<file path="src/rtl/vdp_pkg.sv">
// Shared types and constants for the VDP CPU port controller.
// The VRAM job record is what the port logic hands to the VRAM request FSM.
package vdp_pkg;

    localparam int VDP_VRAM_AW = 14;

    localparam logic [1:0] PORT_SEL  = 2'b10;
    localparam logic       DATA_PORT = 1'b0;
    localparam logic       CTRL_PORT = 1'b1;

    typedef enum logic [1:0] {
        VRAM_RD = 2'd0,
        VRAM_WR = 2'd1,
        REG_WR  = 2'd2,
        CRAM_WR = 2'd3
    } code_t;

    typedef struct packed {
        logic                   we;
        logic [VDP_VRAM_AW-1:0] addr;
        logic [7:0]             wdata;
    } vram_job_t;

    typedef enum logic {
        ST_IDLE = 1'b0,
        ST_REQ  = 1'b1
    } vram_state_t;

endpackage

</file>
<file path="src/rtl/bus_strobe_sync.sv">
// Synchronises the Z80 strobes into clk and flags the start and end of an I/O cycle.
// An I/O cycle is active while IORQ_L is low and at least one of RD_L/WR_L is low.
module bus_strobe_sync #(
    parameter int SYNC_STAGES = 2
) (
    input  logic clk,
    input  logic rst_L,
    input  logic IORQ_L,
    input  logic RD_L,
    input  logic WR_L,
    output logic acc_start,
    output logic acc_end,
    output logic acc_is_rd
);

    logic [SYNC_STAGES-1:0] iorq_q;
    logic [SYNC_STAGES-1:0] rd_q;
    logic [SYNC_STAGES-1:0] wr_q;
    logic                   active;
    logic                   active_q;

    // Strobes idle high, so the chains reset to all ones.
    always_ff @(posedge clk or negedge rst_L) begin
        if (!rst_L) begin
            iorq_q   <= '1;
            rd_q     <= '1;
            wr_q     <= '1;
            active_q <= 1'b0;
        end else begin
            iorq_q   <= {iorq_q[SYNC_STAGES-2:0], IORQ_L};
            rd_q     <= {rd_q[SYNC_STAGES-2:0], RD_L};
            wr_q     <= {wr_q[SYNC_STAGES-2:0], WR_L};
            active_q <= active;
        end
    end

    assign active    = ~iorq_q[SYNC_STAGES-1] & ~(rd_q[SYNC_STAGES-1] & wr_q[SYNC_STAGES-1]);
    assign acc_start = active & ~active_q;
    assign acc_end   = ~active & active_q;
    assign acc_is_rd = ~rd_q[SYNC_STAGES-1];

endmodule

</file>
<file path="src/rtl/vdp_cpu_port_ctrl.sv">
// Z80-side data/control port controller: command latch, auto-incrementing address,
// read-ahead buffer, VRAM request sequencing, CRAM and register write pulses.
module vdp_cpu_port_ctrl
    import vdp_pkg::*;
#(
    parameter int SYNC_STAGES = 2,
    parameter int VRAM_AW     = VDP_VRAM_AW,
    parameter int CRAM_AW     = 5
) (
    input  logic               clk,
    input  logic               rst_L,
    input  logic               IORQ_L,
    input  logic               RD_L,
    input  logic               WR_L,
    input  logic [7:0]         addr_bus,
    input  logic [7:0]         data_in,
    output logic [7:0]         data_out,
    output logic               data_oe,
    output logic               vram_req,
    output logic               vram_we,
    output logic [VRAM_AW-1:0] vram_addr,
    output logic [7:0]         vram_wdata,
    input  logic               vram_ack,
    input  logic [7:0]         vram_rdata,
    output logic               cram_we,
    output logic [CRAM_AW-1:0] cram_addr,
    output logic [7:0]         cram_wdata,
    output logic               reg_we,
    output logic [3:0]         reg_idx,
    output logic [7:0]         reg_data,
    input  logic [7:0]         status_in,
    output logic               status_rd,
    output logic               overrun,
    output vram_state_t        dbg_vram_state
);

    logic acc_start, acc_end, acc_is_rd;

    bus_strobe_sync #(.SYNC_STAGES(SYNC_STAGES)) u_sync (
        .clk       (clk),
        .rst_L     (rst_L),
        .IORQ_L    (IORQ_L),
        .RD_L      (RD_L),
        .WR_L      (WR_L),
        .acc_start (acc_start),
        .acc_end   (acc_end),
        .acc_is_rd (acc_is_rd)
    );

    logic decode_raw;
    logic unused_addr_bits;
    assign decode_raw       = (addr_bus[7:6] == PORT_SEL);
    assign unused_addr_bits = ^addr_bus[5:1];

    logic [7:0] rd_buf;
    assign data_oe  = ~IORQ_L & ~RD_L & decode_raw;
    assign data_out = data_oe ? ((addr_bus[0] == CTRL_PORT) ? status_in : rd_buf) : 8'h00;

    // Bus cycle details captured when the synced strobe falls.
    logic       cap_decode, cap_port, cap_rd;
    logic [7:0] cap_data;

    logic               flag;
    code_t              code;
    logic [7:0]         low_byte;
    logic [VRAM_AW-1:0] addr, addr_n;

    logic acc, ctrl_wr, ctrl_rd, data_wr, data_rd;
    assign acc     = acc_end & cap_decode & decode_raw;
    assign ctrl_wr = acc & (cap_port == CTRL_PORT) & ~cap_rd;
    assign ctrl_rd = acc & (cap_port == CTRL_PORT) &  cap_rd;
    assign data_wr = acc & (cap_port == DATA_PORT) & ~cap_rd;
    assign data_rd = acc & (cap_port == DATA_PORT) &  cap_rd;

    vram_state_t state, state_n;
    vram_job_t   cur, cur_n, pend, pend_n, job;
    logic        job_v, pend_v, pend_v_n, req_n, ovr_n, rd_done;

    assign rd_done = (state == ST_REQ) & vram_ack & ~cur.we;

    always_comb begin
        job_v = 1'b0;
        job   = '0;
        if (ctrl_wr && flag && code_t'(cap_data[7:6]) == VRAM_RD) begin
            job_v    = 1'b1;
            job.addr = {cap_data[VRAM_AW-9:0], addr[7:0]};
        end
        if (data_wr && code != CRAM_WR) begin
            job_v     = 1'b1;
            job.we    = 1'b1;
            job.addr  = addr;
            job.wdata = cap_data;
        end
        if (data_rd) begin
            job_v    = 1'b1;
            job.addr = addr;
        end
    end

    // Write jobs advance the address when queued; read-ahead advances it on completion.
    always_comb begin
        addr_n = addr;
        if (rd_done) addr_n = addr_n + VRAM_AW'(1);
        if (data_wr) addr_n = addr_n + VRAM_AW'(1);
        if (ctrl_wr && !flag) addr_n[7:0] = cap_data;
        if (ctrl_wr && flag)  addr_n[VRAM_AW-1:8] = cap_data[VRAM_AW-9:0];
    end

    always_ff @(posedge clk or negedge rst_L) begin
        if (!rst_L) begin
            cap_decode <= 1'b0;
            cap_port   <= 1'b0;
            cap_rd     <= 1'b0;
            cap_data   <= 8'h00;
            flag       <= 1'b0;
            code       <= VRAM_RD;
            low_byte   <= 8'h00;
            addr       <= '0;
            rd_buf     <= 8'h00;
            cram_we    <= 1'b0;
            cram_addr  <= '0;
            cram_wdata <= 8'h00;
            reg_we     <= 1'b0;
            reg_idx    <= 4'h0;
            reg_data   <= 8'h00;
            status_rd  <= 1'b0;
        end else begin
            cram_we   <= 1'b0;
            reg_we    <= 1'b0;
            status_rd <= 1'b0;
            addr      <= addr_n;
            if (acc_start) begin
                cap_decode <= decode_raw;
                cap_port   <= addr_bus[0];
                cap_rd     <= acc_is_rd;
                cap_data   <= data_in;
            end
            if (ctrl_wr) begin
                if (!flag) begin
                    low_byte <= cap_data;
                    flag     <= 1'b1;
                end else begin
                    code <= code_t'(cap_data[7:6]);
                    flag <= 1'b0;
                    if (code_t'(cap_data[7:6]) == REG_WR) begin
                        reg_we   <= 1'b1;
                        reg_idx  <= cap_data[3:0];
                        reg_data <= low_byte;
                    end
                end
            end
            if (ctrl_rd) begin
                status_rd <= 1'b1;
                flag      <= 1'b0;
            end
            if (data_wr) begin
                flag   <= 1'b0;
                rd_buf <= cap_data;
                if (code == CRAM_WR) begin
                    cram_we    <= 1'b1;
                    cram_addr  <= addr[CRAM_AW-1:0];
                    cram_wdata <= cap_data;
                end
            end
            if (data_rd) flag <= 1'b0;
            if (rd_done) rd_buf <= vram_rdata;
        end
    end

    // vram_req/vram_ack handshake: once req rises, req, we, addr and wdata stay
    // stable until the cycle ack is sampled high; that cycle completes the access
    // and carries vram_rdata for reads. A held req after ack is a new request.
    always_comb begin
        state_n  = state;
        req_n    = vram_req;
        cur_n    = cur;
        pend_v_n = pend_v;
        pend_n   = pend;
        ovr_n    = overrun;
        unique case (state)
            ST_IDLE: begin
                if (pend_v) begin
                    cur_n    = pend;
                    req_n    = 1'b1;
                    state_n  = ST_REQ;
                    pend_v_n = job_v;
                    if (job_v) pend_n = job;
                end else if (job_v) begin
                    cur_n   = job;
                    req_n   = 1'b1;
                    state_n = ST_REQ;
                end
            end
            ST_REQ: begin
                if (vram_ack) begin
                    if (pend_v) begin
                        cur_n    = pend;
                        pend_v_n = job_v;
                        if (job_v) pend_n = job;
                    end else begin
                        req_n   = 1'b0;
                        state_n = ST_IDLE;
                        if (job_v) begin
                            pend_v_n = 1'b1;
                            pend_n   = job;
                        end
                    end
                end else if (job_v) begin
                    if (pend_v) begin
                        ovr_n = 1'b1;
                    end else begin
                        pend_v_n = 1'b1;
                        pend_n   = job;
                    end
                end
            end
            default: state_n = ST_IDLE;
        endcase
    end

    always_ff @(posedge clk or negedge rst_L) begin
        if (!rst_L) begin
            state    <= ST_IDLE;
            vram_req <= 1'b0;
            cur      <= '0;
            pend_v   <= 1'b0;
            pend     <= '0;
            overrun  <= 1'b0;
        end else begin
            state    <= state_n;
            vram_req <= req_n;
            cur      <= cur_n;
            pend_v   <= pend_v_n;
            pend     <= pend_n;
            overrun  <= ovr_n;
        end
    end

    assign vram_we        = cur.we;
    assign vram_addr      = cur.addr;
    assign vram_wdata     = cur.wdata;
    assign dbg_vram_state = state;

endmodule

</file>
<file path="config.mk">
export PLATFORM = sky130hd
export DESIGN_NAME = vdp_cpu_port_ctrl
export DESIGN_NICKNAME = d
export VERILOG_FILES = /design/src/rtl/vdp_pkg.sv /design/src/rtl/bus_strobe_sync.sv /design/src/rtl/vdp_cpu_port_ctrl.sv
export SDC_FILE = /design/constraint.sdc
export NUM_CORES = 1
export LEC_CHECK = 0
export CAP_MARGIN = 10
export CORE_MARGIN = 3
export CORE_UTILIZATION = 45
export CTS_BUF_LIST = sky130_fd_sc_hd__clkbuf_16
export CTS_CLUSTER_SIZE = 16
export DETAILED_ROUTE_END_ITERATION = 12
export PLACE_DENSITY = 0.69
export SYNTH_ARGS = -nofsm -noshare
export SYNTH_HDL_FRONTEND = slang
export SYNTH_SLANG_ARGS = --single-unit
</file>
<file path="constraint.sdc">
create_clock -name clk -period 6 [get_ports clk]
set_input_delay 0.9 -clock clk [delete_from_list [all_inputs] [get_ports clk]]
set_output_delay 0.9 -clock clk [all_outputs]
set_load 0.03 [all_outputs]
</file>
======== Yosys cells after proc, flatten, opt, wreduce, memory -nomap -nowiden ========
Cells that the tools add are included.
cells by class
  add/sub/neg operators ................... 2
  eq/ne operators ......................... 11
  muxes and demuxes ....................... 50
  bitwise logic cells ..................... 29
  reduce and logical (&&, ||, !) cells .... 16
operator list
  kind                                                    number
  2-to-1 mux 23 bit                                       10
  case mux 23 bit (2 select lines)                        2
  2-to-1 mux 14 bit                                       4
  2-to-1 mux 8 bit                                        5
  adder 14 x 1 -> 14 bit (second input constant)          2
  2-to-1 mux 1 bit                                        25
  AND 1 bit                                               16
  NOT 1 bit                                               13
  AND reduction 3 bit                                     4
  inequality test 2 bit (second input constant)           4
  == test 2 bit (second input constant)                   3
  2-to-1 mux 6 bit                                        1
  inequality test 3 bit (second input constant)           2
  case mux 1 bit (2 select lines)                         3
  AND reduction 2 bit                                     3
  logical AND 1 bit                                       4
  AND reduction 4 bit                                     1
  nonzero test 4 bit                                      1
  inequality test 3 x 2 -> 1 bit (second input constant)  1
  zero test 2 bit                                         1
  inequality test 2 x 1 -> 1 bit (second input constant)  1
  nonzero test 2 bit                                      1
  zero test 1 bit                                         1
word-level totals
  flip-flop bits (word level) ............. 129
  input bits .............................. 38
  output and inout port bits .............. 63
  logic and storage cells ................. 138

======== Depth between registers and ports, before layout ========
  word-level depth ........................ 18
  mapped depth ............................ 9
  gate-level depth less buffers ........... 7

======== Cells and area by module ========
Synthesis repeated with hierarchy kept, for this count alone.
second synthesis, totals
  cells, all modules ...................... 586
  area total of the unflattened synthesis .. 6,098.3 µm²
by module, submodules not included
  module             times used  cells an instance  area each (µm²)  seq. area each (µm²)
  vdp_cpu_port_ctrl  1           575                5,888.1          3,052.9
  bus_strobe_sync    1           11                 210.2            182.7

======== Worst setup path after synthesis ========
Ideal clock, no wire load.
  path kind ............................... in2out
  start point ............................. input addr_bus[6]
  end point ............................... output data_out[0]
  arrival time ............................ 2.029 ns
  required time ........................... 5.100 ns
  setup slack ............................. 3.071 ns
  cell stages on the path ................. 4
  path buffers ............................ 1
  cell sequence ........................... nand2b_1 > or3_1 > clkbuf_1 > nor2_1
on the way
  longest elaborated chain between the ends .. 3
ends and longest elaborated chain
  item              line                     RTL
  start, declared   vdp_cpu_port_ctrl.sv:15  input logic [7:0] addr_bus,
  == test 2 bit     vdp_cpu_port_ctrl.sv:52  assign decode_raw = (addr_bus[7:6] == PORT_SEL);
  AND 1 bit         vdp_cpu_port_ctrl.sv:56  assign data_oe = ~IORQ_L & ~RD_L & decode_raw;
  2-to-1 mux 8 bit  vdp_cpu_port_ctrl.sv:57  assign data_out = data_oe ? ((addr_bus[0] == CTRL_PORT) ? status_in : rd_buf) : 8'h00;
  end, declared     vdp_cpu_port_ctrl.sv:17  output logic [7:0] data_out,
Every way passes these cells.

======== Worst setup path after layout ========
  start point ............................. input addr_bus[6]
  end point ............................... output data_out[1]
The elaborated chain is that of the path after synthesis.

==> results.sh <==
export IMPL_clock_path_buffers=2
export IMPL_clk_pin_slew_worst_setup_hold_paths_ps=60
export IMPL_routedWlPerCell_um=17.5
export IMPL_share_clk_of_total_power_pct=45.6
export IMPL_first_global_vias=4569
export IMPL_layoutNonFillerInstCount=851
export IMPL_rsz0062_at_grt="false"
export IMPL_outcome="complete, no violations"
export IMPL_synth_ff_latch_count=129
export IMPL_dominantRegCellSynth="sky130_fd_sc_hd__dfrtp_1"
export IMPL_post_cts_hold_buffer_count=0
export IMPL_slew_limit_headroom_pct=26.7
export IMPL_finalWorstPathRequiredPeriod_ps=3800
export IMPL_power_switching_fraction_pct=26.7
export IMPL_worstSetupStartpointType="primary input"
export IMPL_finalPower_mw=2.37
export IMPL_synth_distinct_cells=63
export IMPL_placed_cells_incl_taps=819
export IMPL_leading_cell_type_by_number_of_instances_after_synthesis="sky130_fd_sc_hd__dfrtp_1"
export IMPL_timing_final_hold_violations=0
export IMPL_residual_overflow_from_global_routing=0
export IMPL_ys_async_sr_fraction_pct=100
export IMPL_postLayoutCoreUtil_pct=59.6
export IMPL_antenna_left=0
export IMPL_final_cell_area_mm2=0.00768
export IMPL_finClkSkew_ps=12.0
export IMPL_postRouteWirelength_um=14900
export IMPL_synth_sequential_area_ratio_pct=53.4
export IMPL_total_switching_power_mw=0.634
export IMPL_grt_antenna_before_repair=0
export IMPL_worstSetupEndpointType="output port"
export IMPL_r2r_start="u_sync.rd_q[1]$_DFF_PN1_"
export IMPL_share_comb_of_total_power_pct=10.2
export IMPL_drive_gt1_share_pct=12.1
export IMPL_std_cell_rows=41
export IMPL_critical_path_peak_fanout=9
export IMPL_fmax_ghz=0.263
export IMPL_floorplan_initialDensity_pct=47.1
export IMPL_flow_area_growth_from_synthesis_pct=26.7
export IMPL_p_leak_nw=3.37
export IMPL_fin_crit_sh_pct=63.4
export IMPL_worst_vdd_ir_mv=0.193
export IMPL_worstMarginPinSlew_ps=1100
export IMPL_netlist_area_mm2=0.00606
export IMPL_crit_required_ps=5100
export IMPL_area_sequential_mm2=0.00324
export IMPL_cts_sink_count=129
export IMPL_worst_ep_arrival_time_ps=2900
export IMPL_max_cap_violations=0
export IMPL_die_w_um=122
export IMPL_multi_input_area_mm2=0.00257
export IMPL_detailedRoute_firstIterationViolations=377
export IMPL_power_density_mw_per_mm2=309
export IMPL_cts_inserted_buffers=17
export IMPL_clk_insertion_delay_late_ps=420
export IMPL_insertedDiodeCount=0
export IMPL_die_h_um=122
export IMPL_synth_top_cells_by_area="sky130_fd_sc_hd__dfrtp_1 51%, sky130_fd_sc_hd__nand2_1 6.1%, sky130_fd_sc_hd__mux2_2 5.0%"
export IMPL_die_ar_mm2=0.0149
export IMPL_place_port_buffers=95
export IMPL_timing_hold_worst_class="reg -> reg"
export IMPL_internal_power_mw=1.74
export IMPL_yosysWarningCount=0
export IMPL_grt_first_pass_wirelength_um=24200
export IMPL_synth_edff_count=0
export IMPL_tritoncts="built"
export IMPL_timing_setup_tns_ps=0
export IMPL_reg2reg_depth=5
export IMPL_cts_root_buf="sky130_fd_sc_hd__clkbuf_16"
export IMPL_post_route_drc_count=0
export IMPL_critPathLaunch="addr_bus[6]"
export IMPL_via_cell_ratio=5.44
export IMPL_synth_common_cells="123 x sky130_fd_sc_hd__dfrtp_1, 98 x sky130_fd_sc_hd__nand2_1, 52 x sky130_fd_sc_hd__o21ai_0"
export IMPL_core_mm2=0.0129
export IMPL_timing_max_transition_violations_final=0
export IMPL_io_pin_count=101
export IMPL_vias=4630
export IMPL_holdCritStartpoint="u_sync.wr_q[0]$_DFF_PN1_"
export IMPL_drt_pre_antenna_iters=5
export IMPL_largest_net_degree_at_the_start_of_global_routing=72
export IMPL_pwr_share_seq_pct=44.2
export IMPL_synthesis_nets=634
export IMPL_fill_cells=1095
export IMPL_synth_top_cell_area_share_pct=50.8
export IMPL_cts_max_level=4
export IMPL_synthCells=594
export IMPL_report_final_setup_viol=0
export IMPL_gp_congestion=0.854
export IMPL_dpl_hpwl_um=10100
export IMPL_whs_path_depth=0
export IMPL_finalNetCount=706
export IMPL_critical_path_class="in -> out"
export IMPL_groute_usage_overall_pct=21.1
export IMPL_post_cts_setup_buffers=0
export IMPL_dpl_cell_area_mm2=0.00706
export IMPL_post_synth_cell_area_avg_um2=10.2
export IMPL_cts_repair_resized=0
export IMPL_synth_top_area_cell="sky130_fd_sc_hd__dfrtp_1"
## path summary, 6_finish.rpt
check | end | slack (ps)
worst min-delay path | u_sync.wr_q[1]$_DFF_PN1_ | 350
min in group asynchronous | vram_addr[12]$_DFFE_PN0P_ | 550
max in group asynchronous | pend[12]$_DFFE_PN0P_ | 4120
worst max register to register | pend[14]$_DFFE_PN0P_ | 2840
worst max-delay path | data_out[1] | 2200
worst min register to register | u_sync.wr_q[1]$_DFF_PN1_ | 350
## cells in the final DEF, fill, tap and decap left out, types with 3 or more instances in the layout
master and instances:
sky130_fd_sc_hd__a21o_1 4, sky130_fd_sc_hd__a21oi_1 24, sky130_fd_sc_hd__a22o_1 9, sky130_fd_sc_hd__a22oi_1 10, sky130_fd_sc_hd__and3_1 12, sky130_fd_sc_hd__and4_1 4
sky130_fd_sc_hd__buf_4 5, sky130_fd_sc_hd__bufinv_16 4, sky130_fd_sc_hd__clkbuf_16 17, sky130_fd_sc_hd__clkdlybuf4s50_1 94, sky130_fd_sc_hd__clkinv_1 3, sky130_fd_sc_hd__clkinv_4 3
sky130_fd_sc_hd__clkinvlp_4 3, sky130_fd_sc_hd__dfrtp_1 123, sky130_fd_sc_hd__dfstp_2 6, sky130_fd_sc_hd__inv_1 16, sky130_fd_sc_hd__mux2_2 27, sky130_fd_sc_hd__mux2i_1 21
sky130_fd_sc_hd__nand2_1 98, sky130_fd_sc_hd__nand2b_1 4, sky130_fd_sc_hd__nand3_1 7, sky130_fd_sc_hd__nand3b_1 3, sky130_fd_sc_hd__nand4b_1 4, sky130_fd_sc_hd__nor2_1 31
sky130_fd_sc_hd__nor2b_1 3, sky130_fd_sc_hd__nor3_1 10, sky130_fd_sc_hd__nor4_1 3, sky130_fd_sc_hd__o21ai_0 52, sky130_fd_sc_hd__o21ai_1 5, sky130_fd_sc_hd__o31a_1 5
sky130_fd_sc_hd__o31ai_1 8, sky130_fd_sc_hd__or3_1 3, sky130_fd_sc_hd__xnor2_1 12, sky130_fd_sc_hd__xor2_1 4
## critical path: stages
cell and delay, ps:
sky130_fd_sc_hd__clkdlybuf4s50_1 400, sky130_fd_sc_hd__nand2b_1 250, sky130_fd_sc_hd__or3_1 490, sky130_fd_sc_hd__nor2_1 160, sky130_fd_sc_hd__clkdlybuf4s50_1 700
## cell type report
class,count,area share [%]
Timing Repair Buffer,99,12.7
Clock buffer,17,5.54
Inverter,15,0.733
Multi-Input combinational cell,404,33.5
Tap cell,172,2.80
Clock inverter,15,2.51
Sequential cell,129,42.1
## sequential cells by signal (all words and copies together) (netlist names), 2 cells and up
signal / flops
pend: 23
addr: 14
vram_addr: 14
cap_data: 8
cram_wdata: 8
low_byte: 8
rd_buf: 8
reg_data: 8
vram_wdata: 8
cram_addr: 5
reg_idx: 4
code: 2
u_sync.iorq_q: 2
u_sync.rd_q: 2
u_sync.wr_q: 2
## logic make-up (layout without fill, tap and decap cells)
group / Yosys count / after routing / synth area share, %
AOI/OAI and AO/OA: 139 / 139 / 15.0
xor gates and xnor gates: 16 / 16 / 2.31
adders and majority gates: 2 / 2 / 0.413
buffers and inverters: 61 / 146 / 4.13
DFF: 129 / 129 / 53.4
muxes: 49 / 49 / 8.67
and+or+nand+nor: 198 / 198 / 16.0
## power by group through the flow
stage	Combinational [mW]	Clock (mW)	Sequential, mW
2_1_floorplan	0.192	0	0.992
3_3_place_gp	0.233	0	1.06
3_5_place_dp	0.241	0	1.06
4_1_cts	0.245	1.10	1.05
5_1_grt	0.271	1.13	1.06
6_report	0.242	1.08	1.05
## per-layer routing
layer | track usage [%] | up-vias | part of all wire [%]
li1 | - | 2222 | -
met1 | 29.1 | 2243 | 47
met2 | 32.8 | 143 | 46
met3 | 4.46 | 22 | 5.0
met4 | 8.05 | 0 | 2.1
met5 | 0 | - | 0
## per-stage QoR
| step | worst slack [ps] | hold WS, ps |
|---|---|---|
| finish | 2200 | 355 |
| global route | 2020 | 356 |
| CTS | 2170 | 355 |
| detailed placement | 1940 | 347 |
| global placement | 2030 | 347 |
| floorplan | 3070 | 345 |
Power figures use the tool's default switching activity.
==> variant (same flow settings) <==
`SYNC_STAGES` is set to 2 in 2 places; all go to 4.
--- a/src/rtl/bus_strobe_sync.sv
+++ b/src/rtl/bus_strobe_sync.sv
@@ -1,7 +1,7 @@
 // Synchronises the Z80 strobes into clk and flags the start and end of an I/O cycle.
 // An I/O cycle is active while IORQ_L is low and at least one of RD_L/WR_L is low.
 module bus_strobe_sync #(
-    parameter int SYNC_STAGES = 2
+    parameter int SYNC_STAGES = 4
 ) (
     input  logic clk,
     input  logic rst_L,
--- a/src/rtl/vdp_cpu_port_ctrl.sv
+++ b/src/rtl/vdp_cpu_port_ctrl.sv
@@ -3,7 +3,7 @@
 module vdp_cpu_port_ctrl
     import vdp_pkg::*;
 #(
-    parameter int SYNC_STAGES = 2,
+    parameter int SYNC_STAGES = 4,
     parameter int VRAM_AW     = VDP_VRAM_AW,
     parameter int CRAM_AW     = 5
 ) (
Function: changed (Yosys sat finds a counterexample within 10 cycles, from zero or initial values and one cycle with rst_L low).
==> variant against the original RTL <==
Non-clock buffer count unchanged; critical path type unchanged; area after synthesis grew 2.9%; sequential power increased by 4%; final cell count decreased by 0.24%; cell area increased by 1.2%; setup slack better by 0.11 ns; die area rose by 2.8%; routed wire length fell by 2.8%; combinational power shrank 11%; total power is 3.4% lower; first-iteration DRC count down 6.9%; hold slack gained 0.00061 ns; sequential cell count grew 6.
==> variant: results (changes against the original RTL) <==
[synthesis]
synth-seq-area-share_pct=54.4  ; was 53.4%
yosys-top-cells-count=123 x dfrtp_1, 99 x nand2_1, 46 x o21ai_0  ; was 123 x dfrtp_1, 98 x nand2_1, 52 x o21ai_0
yosys.area_share.xor_xnor_pct=2.67  ; was 2.31%
synthAdderAreaFrac_pct=0.401  ; was 0.413%
synthMuxAreaShare_pct=9.45  ; was 8.67%
syn_inst=586  ; was 594
synth_nets=626  ; was 634
synth_area_leaders=dfrtp_1 49%, mux2_2 7.0%, nand2_1 6.0%  ; was dfrtp_1 51%, nand2_1 6.1%, mux2_2 5.0%
synth_cell_types=60  ; was 63
synth_compound_gate_area_share_pct=13.4  ; was 15.0%

[routing]
met3_length_um=1020  ; was 746 um
wl_per_cell_um=17.1  ; was 17.5 um
dr_total_vias=4648  ; was 4630
met2_length_um=6710  ; was 6880 um
drt_iter0_drc=351  ; was 377
m1WireLength_um=6550  ; was 6960 um

[sta]
fin_worst_skew_ns=0.0103  ; was 0.0120 ns
max_slew_margin_pct=27.4  ; was 26.7%

[placed_design]
dp.cells=817  ; was 819
place.detailed.hpwl_um=9960  ; was 10100 um
dpl_cell_area_um2=7210  ; was 7060 um2
gp_congestion=0.864  ; was 0.854
pre_cts_ws_ns=2.14  ; was 1.94 ns

[critical_path]
crit_path_max_incr_delay_ns=0.68  ; was 0.70 ns
critPathArrivalTime_ns=2.80  ; was 2.90 ns
crit_fanout=9  ; unchanged

[clocking]
htreeDepth=4  ; unchanged
post_cts_buffers=0  ; unchanged
cts_max_path_buffers=2  ; unchanged

[power]
p_per_area_nw_per_um2=295  ; was 309 nW/um2
clk-power_uw=993  ; was 1.08 mW
p_leak_nw=3.43  ; was 3.37 nW
vdd_ir_drop_max_uv=173  ; was 193 uV
power.internal_mw=1.66  ; was 1.74 mW
power_frac_seq_pct=47.3  ; was 44.2%

[grt]
grt.total_usage_pct=20.2  ; was 21.1%
grt_pass1_wl_um=23600  ; was 24200 um
grtUsageMet1_pct=26.6  ; was 29.1%
grt_max_degree=87  ; was 72
use_met2_pct=31.7  ; was 32.8%
grt_use_met3_pct=6.04  ; was 4.46%

[finish]
drive_gt1_share_pct=16.0  ; was 12.1%
nFillCells=1155  ; was 1095
finalNonFillerCells=849  ; was 851
antenna_cells=0  ; unchanged
fin_nets=700  ; was 706

[hold_path]
min_path_type=reg -> reg  ; unchanged

[run_status]
outcome=completed  ; unchanged

-- variant: cell types whose count changed after synthesis, sizes merged, moves of 5 or more --
cell	change
mux2	+11
o21ai	-11
a21oi	-9
a31oi	+9
a22oi	+7
dfstp	+6
inv	-6
mux2i	-6
clkbuf	-5
nor3	-5
-- variant: path summary, 6_finish.rpt --
path,slack [ns],start,cells after the start,to
max in group asynchronous,4.03,rst_L,2,reg_data[2]
setup reg to reg,3.07,dbg_vram_state,7,addr[10]
hold reg to reg,0.36,u_sync.rd_q[1],0,u_sync.rd_q[2]
min in group asynchronous,0.50,rst_L,1,vram_addr[8]
setup / recovery,2.30,addr_bus[6],5,data_out[2]
hold / removal,0.36,u_sync.rd_q[1],0,u_sync.rd_q[2]
-- variant: layout make-up --
cell class              instances  area (um2)  share of cell area [%]
clock buffers                  17         425                    5.47
clock inverters                15         140                    1.80
inverters                       9        33.8                   0.435
multi-input cells             398        2580                    33.2
flip-flops and latches        135        3390                    43.7
well taps                     176         220                    2.83
repair buffers                 99         978                    12.6
